===== src/rtl/ntt_pkg.sv =====
// Shared constants and FSM encoding for the polynomial coefficient-wise datapath blocks.
package ntt_pkg;

    localparam int unsigned DefDataWidth = 14;
    localparam int unsigned DefAddrWidth = 9;
    localparam int unsigned DefN         = 512;
    localparam int unsigned DefM         = 12289;

    typedef enum logic [1:0] {
        StIdle,
        StRun,
        StDrain,
        StDone
    } state_e;

endpackage


===== src/rtl/poly_sub_lane.sv =====
// Registered modular subtract (op=0) or add (op=1) of one coefficient pair.
module poly_sub_lane
    import ntt_pkg::*;
#(
    parameter int unsigned data_width = DefDataWidth,
    parameter int unsigned M          = DefM
) (
    input  logic                  clk,
    input  logic                  rst_n,
    input  logic                  en,
    input  logic                  op,
    input  logic [data_width-1:0] a,
    input  logic [data_width-1:0] b,
    output logic [data_width-1:0] y
);

    // Two guard bits hold a+b and a-b+M without overflow before truncation.
    localparam int unsigned W = data_width + 2;

    logic [W-1:0] a_ext, b_ext, mod_ext;
    logic [W-1:0] diff, sum, res;
    logic         unused_res_hi;

    always_comb begin
        a_ext   = W'(a);
        b_ext   = W'(b);
        mod_ext = W'(M);
        diff    = a_ext - b_ext;
        sum     = a_ext + b_ext;
        res     = diff;
        if (op) begin
            res = (sum >= mod_ext) ? (sum - mod_ext) : sum;
        end else if (a < b) begin
            res = diff + mod_ext;
        end
    end

    assign unused_res_hi = ^res[W-1:data_width];

    always_ff @(posedge clk or negedge rst_n) begin
        if (!rst_n) begin
            y <= '0;
        end else if (en) begin
            y <= res[data_width-1:0];
        end
    end

endmodule


===== src/rtl/poly_sub_ctrl.sv =====
// Streams one polynomial pass through poly_sub_lane: reads A/B, writes (a-b) mod M.
// Define POLY_SUB_ADD_EN to add an 'op' port selecting (a+b) mod M per pass.
module poly_sub_ctrl
    import ntt_pkg::*;
#(
    parameter int unsigned data_width = DefDataWidth,
    parameter int unsigned addr_width = DefAddrWidth,
    parameter int unsigned N          = DefN,
    parameter int unsigned M          = DefM
) (
    input  logic                  clk,
    input  logic                  rst_n,
    input  logic                  start,
`ifdef POLY_SUB_ADD_EN
    input  logic                  op,
`endif
    output logic                  rd_en,
    output logic [addr_width-1:0] rd_addr,
    input  logic [data_width-1:0] a_data,
    input  logic [data_width-1:0] b_data,
    output logic                  wr_en,
    output logic [addr_width-1:0] wr_addr,
    output logic [data_width-1:0] wr_data,
    output logic                  busy,
    output logic                  done
);

    localparam logic [addr_width-1:0] LastAddr = addr_width'(N - 1);

    state_e                state;
    logic                  drain_cnt;
    logic                  op_q;
    logic                  op_in;
    logic                  rd_en_d1;
    logic [addr_width-1:0] rd_addr_d1;

`ifdef POLY_SUB_ADD_EN
    assign op_in = op;
`else
    assign op_in = 1'b0;
`endif

    always_ff @(posedge clk or negedge rst_n) begin
        if (!rst_n) begin
            state     <= StIdle;
            rd_en     <= 1'b0;
            rd_addr   <= '0;
            busy      <= 1'b0;
            done      <= 1'b0;
            drain_cnt <= 1'b0;
            op_q      <= 1'b0;
        end else begin
            case (state)
                StIdle: begin
                    if (start) begin
                        state   <= StRun;
                        rd_en   <= 1'b1;
                        rd_addr <= '0;
                        busy    <= 1'b1;
                        op_q    <= op_in;
                    end
                end
                StRun: begin
                    if (rd_addr == LastAddr) begin
                        state     <= StDrain;
                        rd_en     <= 1'b0;
                        drain_cnt <= 1'b0;
                    end else begin
                        rd_addr <= rd_addr + addr_width'(1);
                    end
                end
                // Two cycles cover memory read latency plus the lane register.
                StDrain: begin
                    if (drain_cnt) begin
                        state <= StDone;
                        busy  <= 1'b0;
                        done  <= 1'b1;
                    end else begin
                        drain_cnt <= 1'b1;
                    end
                end
                StDone: begin
                    state   <= StIdle;
                    done    <= 1'b0;
                    rd_addr <= '0;
                end
                default: begin
                    state <= StIdle;
                end
            endcase
        end
    end

    always_ff @(posedge clk or negedge rst_n) begin
        if (!rst_n) begin
            rd_en_d1   <= 1'b0;
            rd_addr_d1 <= '0;
            wr_en      <= 1'b0;
            wr_addr    <= '0;
        end else begin
            rd_en_d1   <= rd_en;
            rd_addr_d1 <= rd_addr;
            wr_en      <= rd_en_d1;
            if (rd_en_d1) begin
                wr_addr <= rd_addr_d1;
            end
        end
    end

    poly_sub_lane #(
        .data_width(data_width),
        .M         (M)
    ) u_lane (
        .clk  (clk),
        .rst_n(rst_n),
        .en   (rd_en_d1),
        .op   (op_q),
        .a    (a_data),
        .b    (b_data),
        .y    (wr_data)
    );

endmodule


===== config.mk =====
export PLATFORM = sky130hd
export DESIGN_NAME = poly_sub_ctrl
export DESIGN_NICKNAME = d
export VERILOG_FILES = /design/src/rtl/ntt_pkg.sv /design/src/rtl/poly_sub_lane.sv /design/src/rtl/poly_sub_ctrl.sv
export SDC_FILE = /design/constraint.sdc
export NUM_CORES = 1
export LEC_CHECK = 0
export CAP_MARGIN = 40
export CORE_ASPECT_RATIO = 1.1
export CORE_MARGIN = 10
export CORE_UTILIZATION = 50
export CTS_CLUSTER_SIZE = 28
export DETAILED_ROUTE_END_ITERATION = 16
export HOLD_SLACK_MARGIN = 0.15
export PLACE_DENSITY = 0.75
export SYNTH_ARGS = -nofsm -noshare
export SYNTH_HDL_FRONTEND = slang
export SYNTH_SLANG_ARGS = --single-unit

===== constraint.sdc =====
create_clock -name clk -period 5.4 [get_ports clk]
set_clock_uncertainty 0.1 [all_clocks]
set_input_delay 0.54 -clock clk [delete_from_list [all_inputs] [get_ports clk]]
set_output_delay 0.54 -clock clk [all_outputs]
set_load 0.02 [all_outputs]

Word level (Yosys, flattened, before mapping)

Cells that the tools add are included.

Register bits after elaboration: 49
Input bits: 31

Muxes and demuxes: 16
Eq/ne operators: 8
Add/subtract/negate cells: 3
Reduce and logical (&&, ||, !) cells: 12
Magnitude comparators: 1

Operators by type and width:

| kind                                                            | count |
|---|---|
| 9-bit one-hot mux with 3 select lines                           | 1 |
| 9-bit 2-to-1 mux                                                | 2 |
| 14-bit adder, second input constant                             | 1 |
| 14-bit < comparator                                             | 1 |
| 14-bit 2-to-1 mux                                               | 1 |
| 14-bit subtractor                                               | 1 |
| 3-bit AND reduction                                             | 4 |
| 9-bit by 1-bit adder with 9-bit output, second input constant   | 1 |
| 9-bit == test, second input constant                            | 1 |
| 2-bit != test, second input constant                            | 4 |
| 1-bit one-hot mux with 2 select lines                           | 4 |
| 2-bit one-hot mux with 4 select lines                           | 1 |
| 2-bit nonzero test                                              | 4 |
| 2-bit 2-to-1 mux                                                | 3 |
| 2-bit == test, second input constant                            | 2 |
| 1-bit 2-to-1 mux                                                | 4 |
| 2-bit AND reduction                                             | 2 |
| 3-bit nonzero test                                              | 1 |
| 2-bit by 1-bit == test with 1-bit output, second input constant | 1 |
| 2-bit zero test                                                 | 1 |

Depth between registers and ports, before layout

Depth after elaboration: 3
Depth in mapped cells: 12
Gate-level depth less buffers: 11

By module

From an unflattened synthesis, not the netlist that was laid out.

Cells, all modules: 528
Area, all modules: 4543.1 um^2

By module, submodules not included:

| module        | instances | sequential area each (um^2) | area each (um^2) | cells an instance |
|---|---|---|---|---|
| poly_sub_lane | 1         | 350.3                       | 3062.9           | 403 |
| poly_sub_ctrl | 1         | 875.8                       | 1480.2           | 125 |

Least setup slack after synthesis

OpenSTA, ideal clock, no wires.

Path kind: input to register
Start point: in a_data[0]
End point: reg u_lane.y[12]
Slack: 2.321 ns
Library setup time: 0.125 ns
Buffers on the path: 0
Arrival time: 2.854 ns
Stages: 11
Path through: inv_1 -> ha_1 -> fa_1 -> and2b_1 -> o22ai_1 -> xnor2_1 -> and4_2 -> o2111ai_4 -> o41ai_2 -> xnor2_1 -> mux2_4

Longest elaborated chain between the ends: 3

RTL lines:

| what                 | line                | RTL |
|---|---|---|
| start, declared      | poly_sub_ctrl.sv:19 | `input logic [data_width-1:0] a_data,` |
| 14-bit subtractor    | poly_sub_lane.sv:28 | `diff = a_ext - b_ext;` |
| 14-bit adder         | poly_sub_lane.sv:34 | `res = diff + mod_ext;` |
| 14-bit 2-to-1 mux *  | poly_sub_lane.sv:33 | `end else if (a < b) begin` |
| end signal, assigned | poly_sub_lane.sv:44 | `y <= res[data_width-1:0];` |
| end, declared        | poly_sub_lane.sv:14 | `output logic [data_width-1:0] y` |

Every way passes the cells marked *; elsewhere a longest branch is shown, timed or not.
A chain may end at the register's enable or synchronous reset.

Final worst setup path

Same ends and word-level chain as after synthesis.

==> flow_summary.toml <==
[pwr]
pwr-share-seq = 0.364
leakage_nw = 1.803
switching_power_uw = 453.1
pwr_density_cell_nw_per_um2 = 325.8
peakVddDrop_v = 0.0002960
p_clk_frac = 0.232
p_comb_frac = 0.404
switching_share = 0.3474
p_int_uw = 851.1

[logic_synthesis]
avgSynthCellArea_um2 = 9.738
syn_inst = 318
ys.warnings.count = 0
synth-edff-count = 0
ys_seq_area_frac = 0.3960
ys_ff_latch = 49
ys.flop_type = "dfrtp_1"
async_reset_ff_frac = 1.000
syn-num-nets = 371
synth_cell_types = 59
syn-cell-area_um2 = 3097

[placement]
dp_slack_ps = 1669
dp_cells = 456
dp_hpwl_mm = 5.431
routabilityCongestion = 0.8364
placed_cell_area_um2 = 3859
port_buffers = 66

[worst_hold_path]
hold_path.class = "flip-flop to flip-flop"

[layout]
multi_input_area_um2 = 1743
syn2layout_area_growth_pct = 29.25
diodes = 0
drive_gt1_frac = 0.1091
final_cell_mix = "clkdlybuf4s50_1, dfrtp_1, nor2_1"
finalNonFillerCells = 465
nFillCells = 501
seqCellArea_um2 = 1226
fin_nets = 437
finalInstanceArea_um2 = 4003
final_common_cell = "clkdlybuf4s50_1"

[floorplan]
core_area_um2 = 6081
die_y_um = 102.5
num_io_pins = 67
fp.dieArea_um2 = 9745
rows = 30
floorplan.initialDensity = 0.5093
fp.dieW_um = 95.04

[worst_setup_path]
crit_fanout = 4
end_kind = "flip-flop"
cp.arrival_ps = 3520
cp.required_ps = 5490
crit_path_start_kind = "primary input"
worstSetupPathType = "primary input to flip-flop"

[grt]
grt_pass1_wl_mm = 12.11
grt_pass1_vias = 2506
grt_max_degree = 31
grtUsageTotal = 0.1520
antenna_found_initial = 0
grt.overflow.total = 0

[sta]
fin_ws_ps = 1972
fin_crit_ps = 3428
worst_pin_slew_ps = 511.3
fin_setup_tns_ps = 0
setup_viol = 0
finalCritPeriodShare = 0.6348
finalHoldViolCount = 0
rsz0062_at_grt = "no"
max_freq_mhz = 291.7
slew_headroom = 0.6592
slew_violations = 0

[clock_tree]
clk_latency_ps = 300
postCtsSetupRepairBufs = 0
cts.sinks = 49
cts.repair.resized = 0
clk_path_buf_depth = 2
tritoncts = "done"
cts_inserted_buffers = 5
hold_buffers = 1
cts-root-buf = "clkbuf_8"
clk_pin_slew_ps = 80
h-tree-depth = 2

[routing]
ant_nets = 0
via_count = 2511
avgViaCountPerCell = 5.400
drc = 0
drtPass1Iterations = 4
drt_iter0_markers = 116
wl_per_cell_um = 15.22
wl_mm = 7.079

[outcome]
status = "finished clean"

[flow_run]
max_cap_viol_count = 0
power groups by stage:
stage                     combinational [mW]  clock [mW]  sequential (mW)
after floorplan                        0.280           0            0.532
after global placement                 0.516           0            0.481
after detailed placement               0.525           0            0.483
after CTS                              0.531       0.308            0.476
after global routing                   0.583       0.328            0.486
final                                  0.527       0.302            0.475
metal layers:
metal	wire [µm]	part of all wire	global-route usage	up-vias
met1	3187	0.45	0.1901	1191
met2	3442	0.49	0.2553	52
li1	-	-	-	1263
met4	39	0.0055	0.02419	0
met3	410	0.058	0.04734	5
met5	0	0	0	-
metrics by stage:
step | hold WS (ps) | util | total power, mW
final | 338.2 | 0.6582 | 1.304
after global routing | 356.6 | 0.6582 | 1.397
after CTS | 346.4 | 0.6582 | 1.316
after detailed placement | 315.2 | 0.6346 | 1.008
after global placement | 311.8 | 0.6267 | 0.9966
after floorplan | 144.4 | - | 0.8124
synthesized netlist by cell type (2+ instances only):
master     number  share of area
dfrtp_1        49           0.40
nor2_1         31          0.038
nand2_1        23          0.028
a21oi_1        22          0.036
inv_1          22          0.027
ha_1           21          0.085
xor2_1         14          0.040
mux2_2         13          0.047
o21ai_0        10          0.016
nand3_1         9          0.015
xnor2_1         8          0.023
clkbuf_1        7         0.0085
a22o_1          6          0.017
a31oi_1         6          0.012
nor3_1          6         0.0097
nor2b_1         5          0.010
o2111ai_1       4          0.011
a21o_1          3         0.0073
buf_2           3         0.0048
nand2b_1        3         0.0061
nand3b_1        3         0.0073
a211o_1         2         0.0057
a211oi_1        2         0.0048
a21o_2          2         0.0057
and2b_1         2         0.0048
and4_1          2         0.0057
mux2i_1         2         0.0065
nand4_1         2         0.0040
nor4_1          2         0.0040
o31ai_1         2         0.0048
or2_1           2         0.0040
or2_2           2         0.0040
or4_1           2         0.0048
kinds of logic (layout without fill, tap and decap cells):
family / after synthesis / in the layout / share of synthesized area
XOR/XNOR: 23 / 23 / 0.06748
AO/OA/AOI/OAI: 74 / 74 / 0.1802
adder cells (fa/ha/maj): 22 / 22 / 0.09131
AND/OR/NAND/NOR: 101 / 101 / 0.1652
buffers and inverters: 33 / 100 / 0.04121
multiplexers: 16 / 16 / 0.05858
flip-flops: 49 / 49 / 0.3960
registers in the layout, summed over array words and instances (netlist names):
signal	count
state	2
rd_addr_d1	9
busy	1
done	1
u_lane.y	14
rd_en	1
rd_en_d1	1
drain_cnt	1
wr_addr	9
wr_en	1
rd_addr	9
cell type report:
| type | count | share of cell area |
|---|---|---|
| Clock buffer | 5 | 0.01719 |
| Clock inverter | 3 | 0.01626 |
| Inverter | 23 | 0.02157 |
| Multi-Input combinational cell | 236 | 0.4354 |
| Sequential cell | 49 | 0.3063 |
| Tap cell | 80 | 0.02501 |
| Timing Repair Buffer | 69 | 0.1782 |
worst max-delay path: stages:
cell	delay, ps
clkdlybuf4s50_1	450
inv_1	40
ha_1	230
fa_1	400
and2b_1	270
o22ai_1	110
xnor2_1	260
and4_2	330
o2111ai_4	140
o41ai_2	390
xnor2_1	110
mux2_4	260
final timing paths:
path | from | end | slack [ps] | cells after the start
min in group asynchronous | rst_n | u_lane.y[13] | 630 | 2
max | a_data[0] | u_lane.y[12] | 1970 | 12
max reg2reg | rd_addr[2] | rd_addr[5] | 3030 | 7
max in group asynchronous | rst_n | rd_addr[4] | 4060 | 3
min | rd_en | rd_en_d1 | 340 | 0
min reg2reg | rd_en | rd_en_d1 | 340 | 0
Power figures use the tool's default switching activity.
